[src/rtl/rsa_pkg.sv]
// Shared RSA engine definitions: default word width and controller state encoding.
package rsa_pkg;

    localparam int RSA_W = 26;

    typedef enum logic [2:0] {
        IDLE = 3'd0,
        INIT = 3'd1,
        SQR  = 3'd2,
        MUL  = 3'd3,
        OUT  = 3'd4,
        ERR  = 3'd5
    } rsa_state_e;

endpackage

[src/rtl/rsa_modmul_seq.sv]
// Interleaved MSB-first shift-add modular multiplier: r = a*b mod n, one b bit per cycle.
// Occupies W+1 cycles (start + W iterations); r is valid while done is high.
module rsa_modmul_seq
    import rsa_pkg::*;
#(
    parameter int W = RSA_W
) (
    input  logic         clk,
    input  logic         rst,
    input  logic         start,
    input  logic [W-1:0] a,
    input  logic [W-1:0] b,
    input  logic [W-1:0] n,
    output logic         busy,
    output logic         done,
    output logic [W-1:0] r
);

    localparam int CW = $clog2(W + 1);

    logic [W-1:0]  a_q, a_d, b_q, b_d, n_q, n_d, r_q, r_d;
    logic [CW-1:0] cnt_q, cnt_d;
    logic [W:0]    dbl_w, sum_w;
    logic [W-1:0]  dbl_r, step_r;

    // Both temporaries stay below 2n, so a single conditional subtract reduces them.
    always_comb begin
        dbl_w  = {r_q, 1'b0};
        dbl_r  = (dbl_w >= {1'b0, n_q}) ? W'(dbl_w - {1'b0, n_q}) : dbl_w[W-1:0];
        sum_w  = {1'b0, dbl_r} + {1'b0, a_q};
        step_r = dbl_r;
        if (b_q[W-1]) begin
            step_r = (sum_w >= {1'b0, n_q}) ? W'(sum_w - {1'b0, n_q}) : sum_w[W-1:0];
        end
    end

    always_comb begin
        a_d   = a_q;
        b_d   = b_q;
        n_d   = n_q;
        r_d   = r_q;
        cnt_d = cnt_q;
        if (cnt_q != '0) begin
            r_d   = step_r;
            b_d   = {b_q[W-2:0], 1'b0};
            cnt_d = cnt_q - CW'(1);
        end else if (start) begin
            a_d   = a;
            b_d   = b;
            n_d   = n;
            r_d   = '0;
            cnt_d = CW'(W);
        end
    end

    always_ff @(posedge clk) begin
        if (rst) begin
            a_q   <= '0;
            b_q   <= '0;
            n_q   <= '0;
            r_q   <= '0;
            cnt_q <= '0;
        end else begin
            a_q   <= a_d;
            b_q   <= b_d;
            n_q   <= n_d;
            r_q   <= r_d;
            cnt_q <= cnt_d;
        end
    end

    assign busy = (cnt_q != '0);
    assign done = (cnt_q == CW'(1));
    assign r    = step_r;

endmodule

[src/rtl/rsa_decrypt_engine.sv]
// Receive-side RSA decryptor: plain = cipher^d mod n by constant-time left-to-right
// square-and-multiply over the sequential modular multiplier.
//   state | meaning
//   IDLE  | ready for a new cipher/d/n
//   INIT  | acc=1, bit index at MSB
//   SQR   | acc_sq = acc*acc mod n
//   MUL   | acc = d[k] ? acc_sq*base mod n : acc_sq
//   OUT   | result held until out_ready
//   ERR   | bad operands, report err
module rsa_decrypt_engine
    import rsa_pkg::*;
#(
    parameter int W = RSA_W
) (
    input  logic         clk,
    input  logic         rst,
    input  logic         in_valid,
    output logic         in_ready,
    input  logic [W-1:0] cipher,
    input  logic [W-1:0] d,
    input  logic [W-1:0] n,
    output logic         out_valid,
    input  logic         out_ready,
    output logic [W-1:0] plain,
    output logic         err
);

    localparam int KW = (W > 1) ? $clog2(W) : 1;

    rsa_state_e    state_q, state_d;
    logic [W-1:0]  base_q, base_d, d_q, d_d, n_q, n_d;
    logic [W-1:0]  acc_q, acc_d, acc_sq_q, acc_sq_d, plain_q, plain_d;
    logic          err_q, err_d;
    logic [KW-1:0] k_q, k_d;

    logic          mm_start, mm_busy, mm_done;
    logic [W-1:0]  mm_a, mm_b, mm_r;
    logic          op_bad;

    assign op_bad = (n < W'(2)) || (cipher >= n);

    rsa_modmul_seq #(.W(W)) u_modmul (
        .clk   (clk),
        .rst   (rst),
        .start (mm_start),
        .a     (mm_a),
        .b     (mm_b),
        .n     (n_q),
        .busy  (mm_busy),
        .done  (mm_done),
        .r     (mm_r)
    );

    always_comb begin
        state_d  = state_q;
        base_d   = base_q;
        d_d      = d_q;
        n_d      = n_q;
        acc_d    = acc_q;
        acc_sq_d = acc_sq_q;
        plain_d  = plain_q;
        err_d    = err_q;
        k_d      = k_q;
        mm_start = 1'b0;
        mm_a     = acc_q;
        mm_b     = acc_q;
        case (state_q)
            IDLE: begin
                if (in_valid) begin
                    base_d  = cipher;
                    d_d     = d;
                    n_d     = n;
                    state_d = op_bad ? ERR : INIT;
                end
            end
            INIT: begin
                acc_d   = W'(1);
                k_d     = KW'(W - 1);
                state_d = SQR;
            end
            SQR: begin
                mm_start = !mm_busy;
                if (mm_done) begin
                    acc_sq_d = mm_r;
                    state_d  = MUL;
                end
            end
            MUL: begin
                // The multiply always runs so timing does not leak exponent bits.
                mm_a     = acc_sq_q;
                mm_b     = base_q;
                mm_start = !mm_busy;
                if (mm_done) begin
                    acc_d = d_q[k_q] ? mm_r : acc_sq_q;
                    if (k_q == '0) begin
                        plain_d = acc_d;
                        err_d   = 1'b0;
                        state_d = OUT;
                    end else begin
                        k_d     = k_q - KW'(1);
                        state_d = SQR;
                    end
                end
            end
            ERR: begin
                plain_d = '0;
                err_d   = 1'b1;
                state_d = OUT;
            end
            OUT: begin
                if (out_ready) state_d = IDLE;
            end
            default: state_d = IDLE;
        endcase
    end

    always_ff @(posedge clk) begin
        if (rst) begin
            state_q  <= IDLE;
            base_q   <= '0;
            d_q      <= '0;
            n_q      <= '0;
            acc_q    <= '0;
            acc_sq_q <= '0;
            plain_q  <= '0;
            err_q    <= 1'b0;
            k_q      <= '0;
        end else begin
            state_q  <= state_d;
            base_q   <= base_d;
            d_q      <= d_d;
            n_q      <= n_d;
            acc_q    <= acc_d;
            acc_sq_q <= acc_sq_d;
            plain_q  <= plain_d;
            err_q    <= err_d;
            k_q      <= k_d;
        end
    end

    assign in_ready  = (state_q == IDLE);
    assign out_valid = (state_q == OUT);
    assign plain     = plain_q;
    assign err       = err_q;

endmodule

[config.mk]
export PLATFORM = sky130hd
export DESIGN_NAME = rsa_decrypt_engine
export DESIGN_NICKNAME = d
export VERILOG_FILES = /design/src/rtl/rsa_pkg.sv /design/src/rtl/rsa_modmul_seq.sv /design/src/rtl/rsa_decrypt_engine.sv
export SDC_FILE = /design/constraint.sdc
export NUM_CORES = 1
export LEC_CHECK = 0
export BUFFER_PORTS_ARGS = -buffer_cell sky130_fd_sc_hd__buf_2
export CAP_MARGIN = 0
export CORE_ASPECT_RATIO = 0.75
export CORE_UTILIZATION = 60
export CTS_CLUSTER_SIZE = 12
export DETAILED_ROUTE_END_ITERATION = 12
export MAX_ROUTING_LAYER = met4
export PLACE_DENSITY = 0.79
export SETUP_SLACK_MARGIN = 0.2
export SYNTH_ARGS = -nofsm -noshare
export SYNTH_HDL_FRONTEND = slang
export SYNTH_HIERARCHICAL = 1
export SYNTH_SLANG_ARGS = --single-unit
[constraint.sdc]
create_clock -name clk -period 8.3 [get_ports clk]
set_clock_uncertainty 0.1 [all_clocks]
set_input_delay 1.66 -clock clk [delete_from_list [all_inputs] [get_ports clk]]
set_output_delay 1.66 -clock clk [all_outputs]
set_load 0.01 [all_outputs]
==> flow_summary_export.csv <==
group,metric,value,unit
power,swShare,0.4926,
synth,synth_edf_count,0,
drt,first_pass_iters,6,
layout,layout-drive-gt1-share,0.1142,
synth,synth.largest_area_cell,"dfxtp_1",
synth,synthFlopType,"dfxtp_1",
power,power_switching,0.004633,W
setup_path,slowest_delay,0.44,ns
hold_path,whs_path_depth,2,
layout,area_growth,11.81,%
clock_network,hold_buffers,0,
synth,async_flop_share,0,
layout,fin_nets,2373,
grt,grt_max_degree,96,
synth,synth_area_per_cell,7.627,um^2
clock_network,cts_root_buf,"clkbuf_16",
drt,drt_iter0_markers,1489,
power,power_density,521.7,nW/um^2
layout,fill_cells,2164,
synth,yosys.area_share.simple,0.2037,
power,p_int,0.004772,W
setup_path,endpoint_kind,"register",
timing,period_share,0.9452,
synth,synthXorXnorAreaFrac,0.03477,
setup_path,rr_startpoint,"u_modmul/n_q[22]",
power,clkPwrFrac,0.128,
synth,syn-num-nets,2307,
timing,rsz0062_at_grt,"false",
floorplan,rows,51,
power,combPwrFrac,0.703,
timing,hold_ws,0.3491,ns
setup_path,r2r_end,"plain[8]",
synth,synthCells,2114,
synth,synth-compound-area-share,0.2123,
hold_path,min_to,"plain[6]",
power,p_leak,7.704,nW
layout,multi_input_area,9998,um^2
grt,grt.overflow.total,0,
timing,fmaxAchievable,127.5,MHz
layout,regArea,5485,um^2
setup_path,required,8.63,ns
floorplan,dieArea,27540,um^2
setup_path,r2r_setup_slack,0.45,ns
setup_path,r2r_cells,34,
drt,num_vias,15590,
timing,relSlewSlack,0.1698,
placed_design,hpwl,35140,um
synth,ys_types,73,
floorplan,die_x,191.3,um
clock_network,path_clk_slew,0.06,ns
clock_network,cts_tree,"done",
hold_path,hold_start,"plain[6]",
synth,yosys.area.top_type_share,0.3402,
synth,muxShareOfSynthArea,0.06713,
drt,drt-total-wl,49590,um
floorplan,core,26160,um^2
timing,fin_crit,7.846,ns
synth,synth_seq_cells,274,
clock_network,clock_latency,0.55,ns
setup_path,critPathLaunchType,"register",
timing,tightest_slew,1.245,ns
timing,slew_viol_final,0,
synth,synth_area,16120,um^2
grt,grt_pass1_vias,14540,
layout,diodes,0,
setup_path,timing_worst_setup_path_type,"register to register",
clock_network,htreeDepth,1,
grt,grt_antenna_before_repair,0,
power,p_seq_frac,0.168,
placed_design,portBuffers,110,
placed_design,gp_congestion,0.9359,
setup_path,crit_path_start,"u_modmul/n_q[22]",
power,vdd_drop_max,0.5300,mV
synth,synth_top_family_by_area,"compound AO/OA/AOI/OAI gates",
floorplan,start_util,0.6163,
setup_path,crit_slowest_cell,"ha_1",
synth,yosysWarnings,6,
synth,synthTopCellsByArea,"dfxtp_1, nand2_1, ha_1",
clock_network,cts_buffer_depth,3,
synth,ys_seq_area_frac,0.3402,
floorplan,die_h,144.0,um
grt,track_usage,0.3619,
clock_network,cts_sinks,274,
drt,post_drt_wl_per_cell,19.57,um
drt,vias_per_cell,6.152,
drt,postRouteAntennaNets,0,
timing,hold_viol,0,
grt,grt_pass1_wl,76220,um
setup_path,crit_fanout,14,
synth,synthAdderAreaFrac,0.08754,
timing,tns,0,ns
status,status,"complete, no violations",
setup_path,cp.arrival,8.18,ns
floorplan,ioPinCount,111,
drt,drc,0,
timing,setup_viol,0,
run,drv_cap,0,
clock_network,cts_buffers,28,
hold_path,hp-class,"register to register",
==> placed cells by master (no fill, tap or decap), drive strengths merged, types with 7 or more instances in the layout <==
| master | count |
|---|---|
| mux4 | 7 |
| nand2 | 589 |
| nor2 | 99 |
| nand4 | 10 |
| nor2b | 11 |
| ha | 108 |
| o221ai | 18 |
| mux2i | 86 |
| dfxtp | 274 |
| o21ai | 125 |
| xnor2 | 39 |
| a211oi | 40 |
| nor3 | 18 |
| nor4 | 9 |
| nand2b | 16 |
| a21oi | 245 |
| nand3 | 14 |
| inv | 93 |
| o21bai | 10 |
| a22oi | 8 |
| o21a | 9 |
| xor2 | 25 |
| buf | 149 |
| o211ai | 9 |
| a21o | 36 |
| clkbuf | 38 |
| and4 | 7 |
| a31oi | 13 |
==> critical path, delay by kind of cell (launching register included) <==
family	cells	cell delay [ns]
muxes	1	0.31
buffers and inverters	6	0.86
adders and majority gates	3	1.17
DFF	1	0.32
AOI/OAI and AO/OA	18	3.60
and+or+nand+nor	5	1.12
xor gates and xnor gates	1	0.23
==> stage by stage <==
step / cell area [um^2] / utilization / power, W / std cells / setup WS [ns]
after floorplan: 16120 / - / 0.006055 / 2114 / 1.235
after global placement: 16800 / 0.6423 / 0.007358 / 2477 / 0.3882
after detailed placement: 16800 / 0.6423 / 0.007390 / 2477 / 0.1008
after CTS: 17670 / 0.6755 / 0.008660 / 2519 / 0.2297
after global routing: 18030 / 0.6890 / 0.009955 / 2534 / 0.1580
final: 18030 / 0.6890 / 0.009405 / 2534 / 0.4545
==> sequential cells by signal (all words and copies together) (netlist names) <==
| name | count |
|---|---|
| u_modmul/b_q | 26 |
| acc_sq_q | 26 |
| u_modmul/cnt_q | 5 |
| u_modmul/n_q | 26 |
| plain | 26 |
| n_q | 26 |
| base_q | 26 |
| acc_q | 26 |
| err | 1 |
| d_q | 26 |
| u_modmul/a_q | 26 |
| state_q | 3 |
| k_q | 5 |
| u_modmul/r_q | 26 |
==> cells by family (layout without fill, tap and decap cells) <==
kind of cell	Yosys count	after routing
AND/OR/NAND/NOR	799	799
multiplexers	97	97
adder cells (fa/ha/maj)	111	111
AO/OA/AOI/OAI	561	561
flip-flops	274	274
buffers and inverters	208	284
XOR/XNOR	64	64
==> routing by layer <==
layer  track usage  wire length, um  part of all wire  up-vias
li1              -                -                 -     7429
met2        0.5860            22610              0.46      668
met4        0.1090             1574             0.032        0
met1        0.4720            21550              0.43     7393
met3       0.04591             3853             0.078      100
met5             -                0                 0        -
==> synth_stat cells (4+ instances only) <==
| master | count |
|---|---|
| nand2_1 | 589 |
| dfxtp_1 | 274 |
| a21oi_1 | 243 |
| ha_1 | 108 |
| nor2_1 | 99 |
| clkbuf_1 | 97 |
| inv_1 | 93 |
| mux2i_1 | 86 |
| o21ai_0 | 76 |
| o21ai_1 | 47 |
| xnor2_1 | 39 |
| a211oi_1 | 38 |
| a21o_1 | 36 |
| xor2_1 | 25 |
| nor3_1 | 18 |
| o221ai_1 | 18 |
| nand2b_1 | 16 |
| nand3_1 | 14 |
| a31oi_1 | 13 |
| nor2b_1 | 11 |
| nand4_1 | 10 |
| o21bai_1 | 10 |
| nor4_1 | 9 |
| o21a_1 | 9 |
| a22oi_1 | 8 |
| o211ai_1 | 8 |
| and4_1 | 7 |
| a211o_1 | 6 |
| or3_1 | 6 |
| a221o_1 | 5 |
| buf_6 | 5 |
| mux4_1 | 5 |
| a21boi_0 | 4 |
| a41oi_1 | 4 |
| buf_1 | 4 |
| mux2_2 | 4 |
| o31a_1 | 4 |
| o31ai_1 | 4 |
==> power groups by stage <==
stage | sequential (W) | clock [W] | combinational (W)
2_1_floorplan | 0.00156 | 0 | 0.00449
3_3_place_gp | 0.00160 | 0 | 0.00576
3_5_place_dp | 0.00160 | 0 | 0.00579
4_1_cts | 0.00157 | 0.00122 | 0.00587
5_1_grt | 0.00159 | 0.00127 | 0.00709
6_report | 0.00158 | 0.00121 | 0.00662
==> worst max-delay path by stage <==
| stage | cells after the start | end |
|---|---|---|
| after detailed placement | 33 | acc_q[10] |
| final | 34 | plain[8] |
| after global routing | 32 | acc_q[2] |
| after global placement | 34 | acc_q[10] |
| after CTS | 34 | acc_q[10] |
| after floorplan | 34 | acc_q[18] |
==> layout make-up <==
class                      count  area share
clock buffer                  36     0.04393
tap                          344     0.02388
timing repair buffer         151     0.05129
inverter                      93     0.01936
clock inverter                 4    0.002637
multi-input combinational   1632      0.5546
sequential                   274      0.3043
==> repair_timing <==
item | 4_1_cts | 5_1_grt
setup endpoints to repair | 4 | 103
cloned | 0 | 4
gates resized for setup | 3 | 56
pin swaps | 1 | 11
buffers inserted | 2 | 11
endpoints found under the hold margin | 0 | 0
Power figures use the tool's default switching activity.
